==> src/rtl/lsu_pkg.sv <==
// Shared definitions for the load/store unit: RV32I width codes, FSM states,
// default memory depth and the request legality check.
package lsu_pkg;

  localparam int unsigned DEPTH_WORDS_DEFAULT = 16;

  localparam logic [2:0] F3_B  = 3'b000;
  localparam logic [2:0] F3_H  = 3'b001;
  localparam logic [2:0] F3_W  = 3'b010;
  localparam logic [2:0] F3_BU = 3'b100;
  localparam logic [2:0] F3_HU = 3'b101;

  typedef enum logic [1:0] {
    IDLE = 2'd0,
    RD   = 2'd1,
    WR   = 2'd2,
    RESP = 2'd3
  } lsu_state_e;

  // Unsigned widths only exist for loads.
  function automatic logic f3_invalid(input logic we, input logic [2:0] f3);
    case (f3)
      F3_B, F3_H, F3_W: return 1'b0;
      F3_BU, F3_HU:     return we;
      default:          return 1'b1;
    endcase
  endfunction

endpackage

==> src/rtl/lsu_lane_align.sv <==
// Little-endian lane extraction (loads) and lane merge (sub-word stores)
// between a full memory word and the core's right-aligned data.
module lsu_lane_align
  import lsu_pkg::*;
(
  input  logic [2:0]  funct3,
  input  logic [1:0]  addr_lo,
  input  logic [31:0] mem_word,
  input  logic [31:0] wdata,
  output logic [31:0] load_data_c,
  output logic [31:0] store_word_c
);

  logic [7:0]  byte_c;
  logic [15:0] half_c;

  always_comb begin
    byte_c       = 8'(mem_word >> {addr_lo, 3'b000});
    half_c       = addr_lo[1] ? mem_word[31:16] : mem_word[15:0];
    load_data_c  = mem_word;
    store_word_c = mem_word;

    case (funct3)
      F3_B:    load_data_c = {{24{byte_c[7]}}, byte_c};
      F3_BU:   load_data_c = {24'd0, byte_c};
      F3_H:    load_data_c = {{16{half_c[15]}}, half_c};
      F3_HU:   load_data_c = {16'd0, half_c};
      default: load_data_c = mem_word;
    endcase

    // Only the addressed lane changes; the rest keeps the word just read.
    case (funct3[1:0])
      2'b00:   store_word_c[{addr_lo, 3'b000} +: 8] = wdata[7:0];
      2'b01: begin
        if (addr_lo[1]) store_word_c[31:16] = wdata[15:0];
        else            store_word_c[15:0]  = wdata[15:0];
      end
      default: store_word_c = wdata;
    endcase
  end

endmodule

==> src/rtl/load_store_unit.sv <==
// Multi-cycle RV32I load/store initiator for a word-addressed memory, with
// read-modify-write sub-word stores. Define LSU_MISALIGN_TRAP_EN to fault misaligned h/w accesses.
module load_store_unit
  import lsu_pkg::*;
#(
  parameter int unsigned DEPTH_WORDS = DEPTH_WORDS_DEFAULT
) (
  input  logic        clk,
  input  logic        reset,
  input  logic        req_valid,
  output logic        req_ready,
  input  logic        req_we,
  input  logic [2:0]  req_funct3,
  input  logic [31:0] req_addr,
  input  logic [31:0] req_wdata,
  output logic        resp_valid,
  output logic [31:0] resp_rdata,
  output logic        resp_err,
  output logic [31:0] mem_addr,
  output logic [31:0] mem_wdata,
  output logic        mem_read_en,
  output logic        mem_write_en,
  input  logic [31:0] mem_rdata
);

  lsu_state_e  state_q, state_d;
  logic        we_q, err_q;
  logic [2:0]  f3_q;
  logic [31:0] addr_q, data_q;
  logic        accept_c, req_err_c, misalign_c, oob_c;
  logic [31:0] load_data_c, store_word_c;

`ifdef LSU_MISALIGN_TRAP_EN
  assign misalign_c = ((req_funct3[1:0] == 2'b01) && req_addr[0]) ||
                      ((req_funct3[1:0] == 2'b10) && (req_addr[1:0] != 2'b00));
`else
  assign misalign_c = 1'b0;
`endif

  assign oob_c     = ({2'b00, req_addr[31:2]} >= DEPTH_WORDS);
  assign req_err_c = f3_invalid(req_we, req_funct3) || oob_c || misalign_c;
  assign accept_c  = req_valid && req_ready;
  assign mem_addr  = {addr_q[31:2], 2'b00};

  lsu_lane_align u_lane_align (
    .funct3      (f3_q),
    .addr_lo     (addr_q[1:0]),
    .mem_word    (mem_rdata),
    .wdata       (data_q),
    .load_data_c (load_data_c),
    .store_word_c(store_word_c)
  );

  always_ff @(posedge clk) begin
    if (reset) state_q <= IDLE;
    else       state_q <= state_d;
  end

  always_comb begin
    state_d = state_q;
    case (state_q)
      IDLE: begin
        if (accept_c) begin
          if (req_err_c)                           state_d = RESP;
          else if (req_we && req_funct3 == F3_W)   state_d = WR;
          else                                     state_d = RD;
        end
      end
      RD:      state_d = we_q ? WR : RESP;
      WR:      state_d = RESP;
      default: state_d = IDLE;
    endcase
  end

  // data_q holds store data at accept, then the extracted load or merged word after RD.
  always_ff @(posedge clk) begin
    if (reset) begin
      we_q   <= 1'b0;
      err_q  <= 1'b0;
      f3_q   <= 3'd0;
      addr_q <= 32'd0;
      data_q <= 32'd0;
    end else if (accept_c) begin
      we_q   <= req_we;
      err_q  <= req_err_c;
      f3_q   <= req_funct3;
      addr_q <= req_addr;
      data_q <= req_wdata;
    end else if (state_q == RD) begin
      data_q <= we_q ? store_word_c : load_data_c;
    end
  end

  always_comb begin
    req_ready    = 1'b0;
    mem_read_en  = 1'b0;
    mem_write_en = 1'b0;
    mem_wdata    = 32'd0;
    resp_valid   = 1'b0;
    resp_err     = 1'b0;
    resp_rdata   = 32'd0;
    case (state_q)
      IDLE: req_ready = !reset;
      RD:   mem_read_en = !reset;
      WR: begin
        mem_write_en = !reset;
        mem_wdata    = data_q;
      end
      default: begin
        resp_valid = !reset;
        resp_err   = err_q && !reset;
        resp_rdata = (we_q || err_q || reset) ? 32'd0 : data_q;
      end
    endcase
  end

endmodule

==> config.mk <==
export PLATFORM = sky130hd
export DESIGN_NAME = load_store_unit
export DESIGN_NICKNAME = d
export VERILOG_FILES = /design/src/rtl/lsu_pkg.sv /design/src/rtl/lsu_lane_align.sv /design/src/rtl/load_store_unit.sv
export SDC_FILE = /design/constraint.sdc
export NUM_CORES = 1
export LEC_CHECK = 0
export ABC_AREA = 1
export CAP_MARGIN = 20
export CORE_MARGIN = 2
export CORE_UTILIZATION = 41
export DETAILED_ROUTE_END_ITERATION = 8
export GPL_TIMING_DRIVEN = 0
export PLACE_DENSITY = 0.87
export SYNTH_ARGS = -nofsm -noshare
export SYNTH_HDL_FRONTEND = slang
export SYNTH_SLANG_ARGS = --single-unit
==> constraint.sdc <==
create_clock -name clk -period 1.9 [get_ports clk]
set_input_delay 0.19 -clock clk [delete_from_list [all_inputs] [get_ports clk]]
set_output_delay 0.19 -clock clk [all_outputs]
set_load 0.005 [all_outputs]
**Word-level counts from Yosys, hierarchy flattened**

Index checks and enable logic that the tools add are counted.
W data, S select, Z words.

- Add/sub/neg operators: 1
- $mul: 0
- Divide/modulo/power cells: 0
- Magnitude comparators: 1
- Equality and inequality tests: 13
- Shift operators: 3
- Mux-type cells: 23
- Bitwise gates (word level): 0
- Reductions and logical operators: 17

Operators with widths:

| operator | number |
|---|---|
| $mux W32 | 6 |
| $pmux W32 S4 | 1 |
| $pmux W32 S2 | 1 |
| $mux W16 | 3 |
| $bwmux W32 | 1 |
| $shift A8 B7 Y32 const A | 1 |
| $shiftx A8 B7 Y32 | 1 |
| $shr A32 B5 Y8 | 1 |
| $ge A30 B5 Y1 const B | 1 |
| $eq A3 B3 Y1 const B | 4 |
| $neg A5 Y7 | 1 |
| $eq A3 B1 Y1 const B | 2 |
| $logic_not A3 Y1 | 2 |
| $mux W1 | 6 |
| $mux W2 | 3 |
| $pmux W2 S3 | 1 |
| $reduce_or A3 Y1 | 2 |
| $eq A2 B1 Y1 const B | 2 |
| $logic_not A2 Y1 | 2 |
| $ne A4 B1 Y1 const B | 1 |
| $ne A4 B4 Y1 const B | 1 |
| $eq A3 B2 Y1 const B | 1 |
| $logic_and A1 B1 Y1 | 3 |
| $logic_or A1 B1 Y1 | 3 |
| 8 further kinds | 8 |

- Flip-flop bits (word level): 71
- Latch bits: 0
- RAM bits: 0
- ROM bits: 0
- Input port bits: 103
- Output and inout port bits: 101
- Word-level logic and storage cells: 65
- Memories: 0

**Depth between registers and ports, before layout**

Gate-level depths: netlist of the first run.

- Depth in word-level cells: 7
- Gate-level depth with buffers: 14
- Mapped depth without buffers: 13

**Modules after synthesis**

A second synthesis of the first run with hierarchy kept.

- Cell total of the unflattened synthesis: 1127
- Area total of the unflattened synthesis: 6269.8 um2

By module, submodules not included:

| module | instances | cells each | area each (um2) | seq. area each (um2) |
|---|---|---|---|---|
| load_store_unit | 1 | 651 | 4038.9 | 1421.4 |
| lsu_lane_align | 1 | 476 | 2230.9 | 0.0 |

**Least setup slack after synthesis of the first run**

OpenSTA, ideal clock, no wires.

- Path type: register -> register
- From: register addr_q[1]
- To: register data_q[25]
- Library setup time: 70 ps
- Arrival time: 1777 ps
- Data required time: 1830 ps
- Setup slack: 53 ps
- Stages on the path, launching flop included: 14
- Path buffers: 2
- Clock period less this slack: 1847 ps
- Cell sequence: dfxtp_1 -> buf_2 -> inv_1 -> buf_4 -> ha_1 -> inv_1 -> nand2_1 -> inv_1 -> nand2_1 -> o22ai_1 -> nand2_1 -> nand2_1 -> nand3_1 -> a21oi_1

- Cells in the longest elaborated chain, start to end: 7
- Elaborated cells between the ends (all ways): 12
- Those cells by class: 1 x add/sub; 3 x shift; 8 x mux

RTL lines:

| item | RTL line | RTL |
|---|---|---|
| from (decl) | load_store_unit.sv:29 | `logic [31:0] addr_q, data_q;` |
| from (signal assigned) | load_store_unit.sv:87 | `addr_q <= req_addr;` |
| $neg A5 Y7 | lsu_lane_align.sv:33 | `2'b00: store_word_c[{addr_lo, 3'b000} +: 8] = wdata[7:0];` |
| $shiftx A8 B7 Y32 / $shift A8 B7 Y32 (equally long branches) | lsu_lane_align.sv:33 |  |
| $bwmux W32 | lsu_lane_align.sv:33 |  |
| $pmux W32 S2 | lsu_lane_align.sv:32 | `case (funct3[1:0])` |
| $mux W32 * | load_store_unit.sv:90 | `data_q <= we_q ? store_word_c : load_data_c;` |
| $mux W32 * | load_store_unit.sv:89 | `end else if (state_q == RD) begin` |
| $mux W32 * | load_store_unit.sv:83 | `end else if (accept_c) begin` |
| to (signal assigned) | load_store_unit.sv:88 | `data_q <= req_wdata;` |
| to (signal assigned) | load_store_unit.sv:90 |  |
| to (decl) | load_store_unit.sv:29 |  |

Every way passes the cells marked *; elsewhere a longest branch is shown, timed or not. The select of a mux whose other input is x is not followed.
A chain may end at the register's enable or synchronous reset.

**Final worst setup path of the first run**

- From: register state_q[0]
- To: output port mem_wdata[6]

- Cells in the longest elaborated chain, start to end: 2

RTL lines:

| item | RTL line | RTL |
|---|---|---|
| from (decl) | load_store_unit.sv:26 | `lsu_state_e state_q, state_d;` |
| from (signal assigned) | load_store_unit.sv:56 | `else state_q <= state_d;` |
| $eq A2 B2 Y1 | load_store_unit.sv:102 | `case (state_q)` |
| $mux W32 | load_store_unit.sv:102 |  |
| to (decl) | load_store_unit.sv:20 | `output logic [31:0] mem_wdata,` |

Every way passes these cells.

==> key figures, run 1 <==
Synthesis
  – EDFF count, synth: 0
  – Syn Inst Count: between 900 and 1000
  – YS warnings: 0
  – Synth Area per Inst: between 5 and 6 sq um
  – Synth Flop Type: dfxtp_1
  – FFs w/ async S/R, synth: 0%
  – Synth Cell Area: 5344 sq um
  – Post-synthesis sequential area ratio: a little over a quarter
  – Yosys reg bits: 71
  – Post-synthesis cell type count: 30

Worst setup path
  – Element type at the critical path end: output pin
  – Crit path cell chain: inv_4 > ha_4 > clkbuf_8 > nand2_1 > inv_1 > clkdlybuf4s50_1
  – CP startpoint kind: register
  – Reg2Reg Launch Point: addr_q[1]
  – Reg2reg end: data_q[25]
  – Setup CP Type: reg2out
  – WP buf/inv: 4
  – CP Max Fanout: 7
  – R2R Setup Slk: 0.04 ns
  – Critical Path RT: between 1.5 and 2 ns
  – Worst EP arrival: roughly 1.8 ns
  – R2R cell count: 13
  – Crit path max-delay cell type: clkdlybuf4s50_1
  – Slowest stage delay, CP: ~0.50 ns
  – Crit-path leading delay family: buffers and inverters

Global routing
  – Vias in the first global route: 6863
  – Met2 Use GR: between 50% and 60%
  – Met3 GRT Util: between 10 and 15%
  – Global routing's busiest layer: met2
  – Gr ovfl total: 0
  – Pin count of the biggest net entering global routing: 12
  – First-pass GRT wire length: approximately 35000 um
  – GR Util met1: between 30% and 40%
  – Initial antenna violation count: 0
  – GRT Resource Usage Total: between 30% and 40%

CTS
  – Clk sink count: about 70
  – Deepest clock path buffer count: 2
  – Clk slew on worst S/H paths: about 0.06 ns
  – Clock Root Buffer: clkbuf_16
  – TritonCTS Buffers: 9
  – Maximum level of the CTS H-tree: 3
  – Hold buffers post-CTS: 0
  – CTS tree: done
  – Clock latency on the worst-skew pair: between 0.3 and 0.4 ns

Die
  – Core area: around 13000 sq um
  – DIE AREA: about 14000 sq um
  – Die Y: ~120 um
  – Die Wd: between 100 and 150 um
  – # rows: 41
  – IO Pins: slightly above 200
  – Starting utilization of the core area: between 40% and 50%

Final layout
  – Commonest non-fill, non-tap cell in the layout: nand2_1
  – Commonest cells after routing, fill and taps aside: 303 x nand2_1, 133 x clkdlybuf4s50_1, 91 x nand3_1, 86 x nor2_1, 85 x inv_1
  – FILL cells: 1196
  – Final layout net count: about 1300
  – Post-Route Utilization: approximately two thirds
  – Storage cell area: around 1400 sq um
  – P&R area growth vs syn: 60.57%
  – Layout cell share with drive strength beyond 1: 17.82%
  – Area taken by multi-input logic gates: between 3000 and 4000 sq um
  – Design area: between 8000 and 9000 sq um
  – Number of inserted diodes: 0

Routing
  – Routed len/inst: between 15 and 20 um
  – Routed WL: around 23000 um
  – Detail Route Antenna Nets: 0
  – TritonRoute pass-1 iters: 5
  – Drt via density: 5.288
  – DR DRC count: 0
  – Vias: 7261
  – Detailed Route Iter0 Violations: roughly 670

Worst hold path
  – Hold Path Class: in2reg
  – Worst Hold Launch: reset
  – Worst Hold Depth: 4
  – WHS Endpoint: data_q[4]

Timing
  – Fin Setup TNS: -0.2177 ns
  – Final Hold Violating Endpoints: 0
  – Final max-slew violation count: 0
  – Tcrit/Tclk final: 104.9%
  – Relative slew slack: 58.86%
  – Measured slew at the worst slew-check pin: just over 0.6 ns
  – Max Clock Skew: 0.009878 ns
  – Setup violators final: 8
  – Fmax: approximately 500 MHz
  – Post-route setup slack: -0.09251 ns
  – RSZ-0062 raised after global routing: yes
  – Tmin final: about 2.0 ns

Place
  – HPWL after DPL: 16970 um
  – PortBufs: ~200
  – Pre-CTS WS: -1.081 ns
  – Routability congestion estimate: 1.058
  – Placement Cell Area: between 7000 and 8000 sq um

Power and ir drop
  – Power per cell area: 1036 nW/um^2
  – Leakage Power: roughly 4.4 nW
  – Peak supply drop: roughly 0.6 mV

Run status
  – Failing checks: setup timing
  – Status: finished, violations left

Job
  – Max Cap Viol: 0
report_power, final:
group	leakage (nW)	total [mW]	switching [mW]	internal, mW
sequential	0.588	2.36	0.440	1.92
clock	0.131	1.58	0.677	0.905
combinational	3.69	4.95	2.69	2.26
total	4.41	8.89	3.80	5.08
what timing repair did:
item,in CTS,in global routing
pin swaps,9,12
resized for setup,153,92
setup endpoints to repair,137,97
buffers inserted,31,19
cloned,3,0
per-stage QoR:
stage                     power, mW  instances  hold WS, ns
final                         8.886       1373       0.2063
after detailed placement      6.212       1308       0.4564
after global routing          9.425       1373       0.2138
after floorplan               4.618        935       0.3005
after global placement        6.172       1308       0.4513
after CTS                     8.472       1356       0.3753
worst register-to-register path, stage by stage (launching register included):
cell and delay [ns]:
dfxtp_4 0.38, buf_6 0.10, inv_2 0.04, buf_8 0.14
ha_4 0.28, inv_2 0.09, nand2_4 0.07, inv_2 0.07
nand2_1 0.08, o22ai_1 0.14, nand2_1 0.09, nand2_1 0.09
nand3_1 0.09, a21oi_1 0.13
cell type report:
class,instances,share of cell area [%]
Multi-Input combinational cell,685,38.63
Clock inverter,4,0.2625
Buffer,79,7.057
Tap cell,172,2.508
Timing Repair Buffer,253,27.50
Sequential cell,71,16.77
Clock buffer,11,2.829
Inverter,98,4.447
worst max-delay path by stage:
| stage | start | to | slack (ns) | cells after the start |
|---|---|---|---|---|
| final | state_q[0] | mem_wdata[6] | -0.09 | 6 |
| after floorplan | addr_q[1] | data_q[25] | 0.05 | 13 |
| after detailed placement | reset | resp_rdata[6] | -1.08 | 7 |
| after global placement | reset | resp_rdata[7] | -1.10 | 7 |
| after CTS | state_q[0] | resp_rdata[5] | -0.19 | 8 |
| after global routing | state_q[0] | mem_wdata[6] | -0.12 | 6 |
state kept, by name, indices dropped and copies added (netlist names):
name / flops
addr_q: 32
data_q: 32
f3_q: 3
state_q: 2
err_q: 1
we_q: 1
synthesized netlist by cell type (6+ instances only):
master / instances / area share (%)
a21oi_1: 74 / 6.9
o21ai_0: 55 / 5.2
buf_2: 14 / 1.3
buf_4: 34 / 4.8
o22ai_1: 6 / 0.70
inv_1: 91 / 6.4
dfxtp_1: 71 / 27
clkbuf_1: 27 / 1.9
o211ai_1: 10 / 1.4
inv_2: 6 / 0.42
nand4_1: 6 / 0.70
nor3_1: 8 / 0.75
nor2_1: 89 / 6.3
ha_1: 9 / 2.1
nand2_1: 313 / 22
nand3_1: 92 / 8.6
per-layer routing:
layer  wire length, um  part of all wire (%)
met1              8513                    37
met2             10550                    46
met3              2883                    13
met4              1105                   4.8
met5                 0                     0
cells by family (layout without fill, tap and decap cells):
group	Yosys count	after routing	synth area share, %
AO/OA/AOI/OAI	151	151	14.96
other	1	2	0.07017
adder cells (fa/ha/maj)	9	9	2.107
AND/OR/NAND/NOR	523	523	40.83
buffers and inverters	179	445	15.43
flip-flops	71	71	26.60
Power figures use the tool's default switching activity.
==> run 2: changes to the inputs <==
ABC_AREA = 0   (was 1)
CORE_UTILIZATION = 40   (was 41)
==> key figures, run 2 <==
Worst setup path
  – Critical Path RT: about 2.1 ns
  – CP Max Fanout: 8
  – Element type at the critical path end: register
  – Setup CP Type: reg2reg
  – CP startpoint kind: register
  – Worst EP arrival: about 2.3 ns

Final layout
  – Regs by FF count: addr_q: 32 flops, data_q: 32 flops, f3_q: 3 flops
  – Number of inserted diodes: 0
  – Commonest non-fill, non-tap cell in the layout: clkdlybuf4s50_1
  – Storage cell area: around 1400 sq um
  – Final layout net count: ~1000
  – P&R area growth vs syn: 78.39%
  – FILL cells: between 700 and 800
  – Layout cell share with drive strength beyond 1: 39.36%
  – Area taken by multi-input logic gates: approximately 3700 sq um
  – Commonest cells after routing, fill and taps aside: 132 x clkdlybuf4s50_1, 103 x nand2_1, 71 x buf_4, 64 x dfxtp_1, 52 x buf_6
  – Final non-filler cell total: 1080

CTS
  – Clk slew on worst S/H paths: about 0.06 ns
  – Clk sink count: 71
  – Deepest clock path buffer count: 2
  – Clock latency on the worst-skew pair: roughly 0.34 ns
  – CTS tree: done
  – TritonCTS Buffers: 9
  – Maximum level of the CTS H-tree: 3
  – Clock Root Buffer: clkbuf_16

Timing
  – Fmax: 476.2 MHz
  – Final Hold Violating Endpoints: 0
  – Tmin final: between 2 and 2.5 ns
  – Max Clock Skew: ~0.0067 ns
  – Measured slew at the worst slew-check pin: between 0.8 and 0.9 ns
  – Post-route setup slack: -0.1998 ns
  – Final max-slew violation count: 0
  – Setup violators final: 66
  – RSZ-0062 raised after global routing: yes
  – Tcrit/Tclk final: 110.5%
  – Relative slew slack: 46.34%

Place
  – HPWL after DPL: ~15000 um
  – PortBufs: 200
  – Routability congestion estimate: 1.013
  – Placed cells: between 1000 and 1500

Synthesis
  – Top post-synthesis cells by area: dfxtp_1 29%, and2_1 8.4%, nand2_1 8.2%, buf_4 5.1%, a21oi_1 4.5%
  – Syn Inst Count: between 600 and 700
  – Post-synthesis cell type count: between 60 and 70
  – Synth Flop Type: dfxtp_1
  – YS warnings: 0
  – Post-synthesis sequential area ratio: between 20% and 30%
  – FFs w/ async S/R, synth: 0%
  – Synth Area per Inst: just under 8 sq um
  – Top cell type's share of synthesized area: 28.61%
  – Yosys reg bits: 71
  – Top cell type by total area after synthesis: dfxtp_1
  – Post-synth top cells: 108 x nand2_1, 71 x dfxtp_1, 67 x and2_1, 45 x a21oi_1, 34 x buf_4
  – EDFF count, synth: 0
  – Synth Cell Area: around 5000 sq um
  – Top-count cell post-synth: nand2_1

Global routing
  – Initial antenna violation count: 1
  – Vias in the first global route: between 5000 and 6000
  – Pin count of the biggest net entering global routing: 15
  – GRT Resource Usage Total: roughly 32%
  – First-pass GRT wire length: between 30000 and 40000 um
  – Gr ovfl total: 0

Power and ir drop
  – Clock power share: between 10% and 20%
  – Cell-internal power: between 5 and 6 mW
  – Switching share of power: between 40% and 50%
  – Total Power: 10.19 mW
  – Leakage Power: roughly 3.5 nW
  – Power per cell area: 1149 nW/um^2
  – Gate power share: about 56%
  – Switching power: between 4 and 5 mW
  – Flop pwr share: 24.7%
  – Peak supply drop: around 0.64 mV

Die
  – Die Wd: ~120 um
  – DIE AREA: around 13000 sq um
  – Starting utilization of the core area: 41.19%
  – Core area: between 10000 and 15000 sq um
  – Die Y: between 100 and 150 um
  – # rows: 40
  – IO Pins: around 200

Routing
  – Detail Route Antenna Nets: 0
  – TritonRoute pass-1 iters: 6
  – Routed len/inst: 23.04 um
  – Detailed Route Iter0 Violations: between 800 and 900
  – DR DRC count: 0
  – Drt via density: approximately 6.2
  – Routed WL: 24880 um
  – Vias: around 6700

Run status
  – Status: finished, violations left
  – Failing checks: setup timing

Worst hold path
  – Hold Path Class: in2reg

Job
  – Max Cap Viol: 0
run 2: cells by family after synthesis:
family | after synthesis | share of synthesized area, %
other | 1 | 0.07548
AOI/OAI and AO/OA | 183 | 27.22
muxes | 18 | 3.878
buffers and inverters | 100 | 10.68
DFF | 71 | 28.61
adders and majority gates | 9 | 2.266
and+or+nand+nor | 259 | 27.27
run 2: final timing paths:
kind         startpoint         end  slack (ns)  cells past startpoint
max          state_q[0]  data_q[12]       -0.20                     10
min               reset  data_q[22]        0.32                      4
max reg2reg  state_q[0]  data_q[12]       -0.20                     10
min reg2reg  addr_q[22]  addr_q[22]        0.46                      2
run 2: layout make-up:
class | count | share of cell area (%)
flip-flops and latches | 71 | 16.22
multi-input cells | 471 | 42.15
repair buffers | 258 | 27.54
clock buffers | 9 | 2.541
inverters | 17 | 0.8470
plain buffers | 79 | 7.143
well taps | 168 | 2.372
clock inverters | 7 | 1.186
run 2: routing by layer:
metal / GRT usage (%) / vias to the layer above / part of all wire, %
met4: 19.04 / 2 / 8.4
met3: 7.008 / 190 / 11
li1: - / 2829 / -
met1: 40.52 / 3134 / 35
met2: 51.46 / 587 / 45
met5: 0 / - / 0.076
run 2: what timing repair did:
action | CTS | global route
pin swaps | 40 | 40
gates cloned | 6 | 2
resized for setup | 284 | 226
setup endpoints to repair | 138 | 134
hold buffers | 0 | 0
buffers inserted | 35 | 21
run 2: critical path, stage by stage (launching register included):
cell       delay, ns
dfxtp_4         0.38
inv_4           0.06
ha_4            0.16
buf_6           0.13
and3b_1         0.19
buf_6           0.13
or2_4           0.25
buf_8           0.15
nand2_4         0.08
a221oi_2        0.08
a2111oi_2       0.37
run 2: through the flow:
stage               utilization, %  setup slack [ns]  instance area (sq um)  TNS, ns  hold slack, ns
floorplan                        -          -0.04690                   5050  -0.1234          0.3184
global placement             60.21            -1.013                   7262   -53.80          0.4419
detailed placement           60.21            -1.036                   7262   -54.95          0.4474
CTS                          67.41           -0.1558                   8130   -2.807          0.2778
global route                 73.49           -0.2486                   8864   -9.323          0.3362
finish                       73.49           -0.1998                   8864   -5.473          0.3180
run 2: power groups by stage:
stage | clock network (mW) | logic [mW] | registers (mW)
final | 1.94 | 5.73 | 2.52
after global routing | 1.99 | 5.96 | 2.54
after CTS | 1.92 | 4.37 | 2.41
after detailed placement | 0 | 3.80 | 2.42
after global placement | 0 | 3.76 | 2.39
after floorplan | 0 | 2.49 | 2.20
==> run 3: changes to the inputs <==
CTS_CLUSTER_DIAMETER = 100   (was unset)
==> results of run 3 <==
The final DEF is identical to that of run 2; final timing and power are the same.
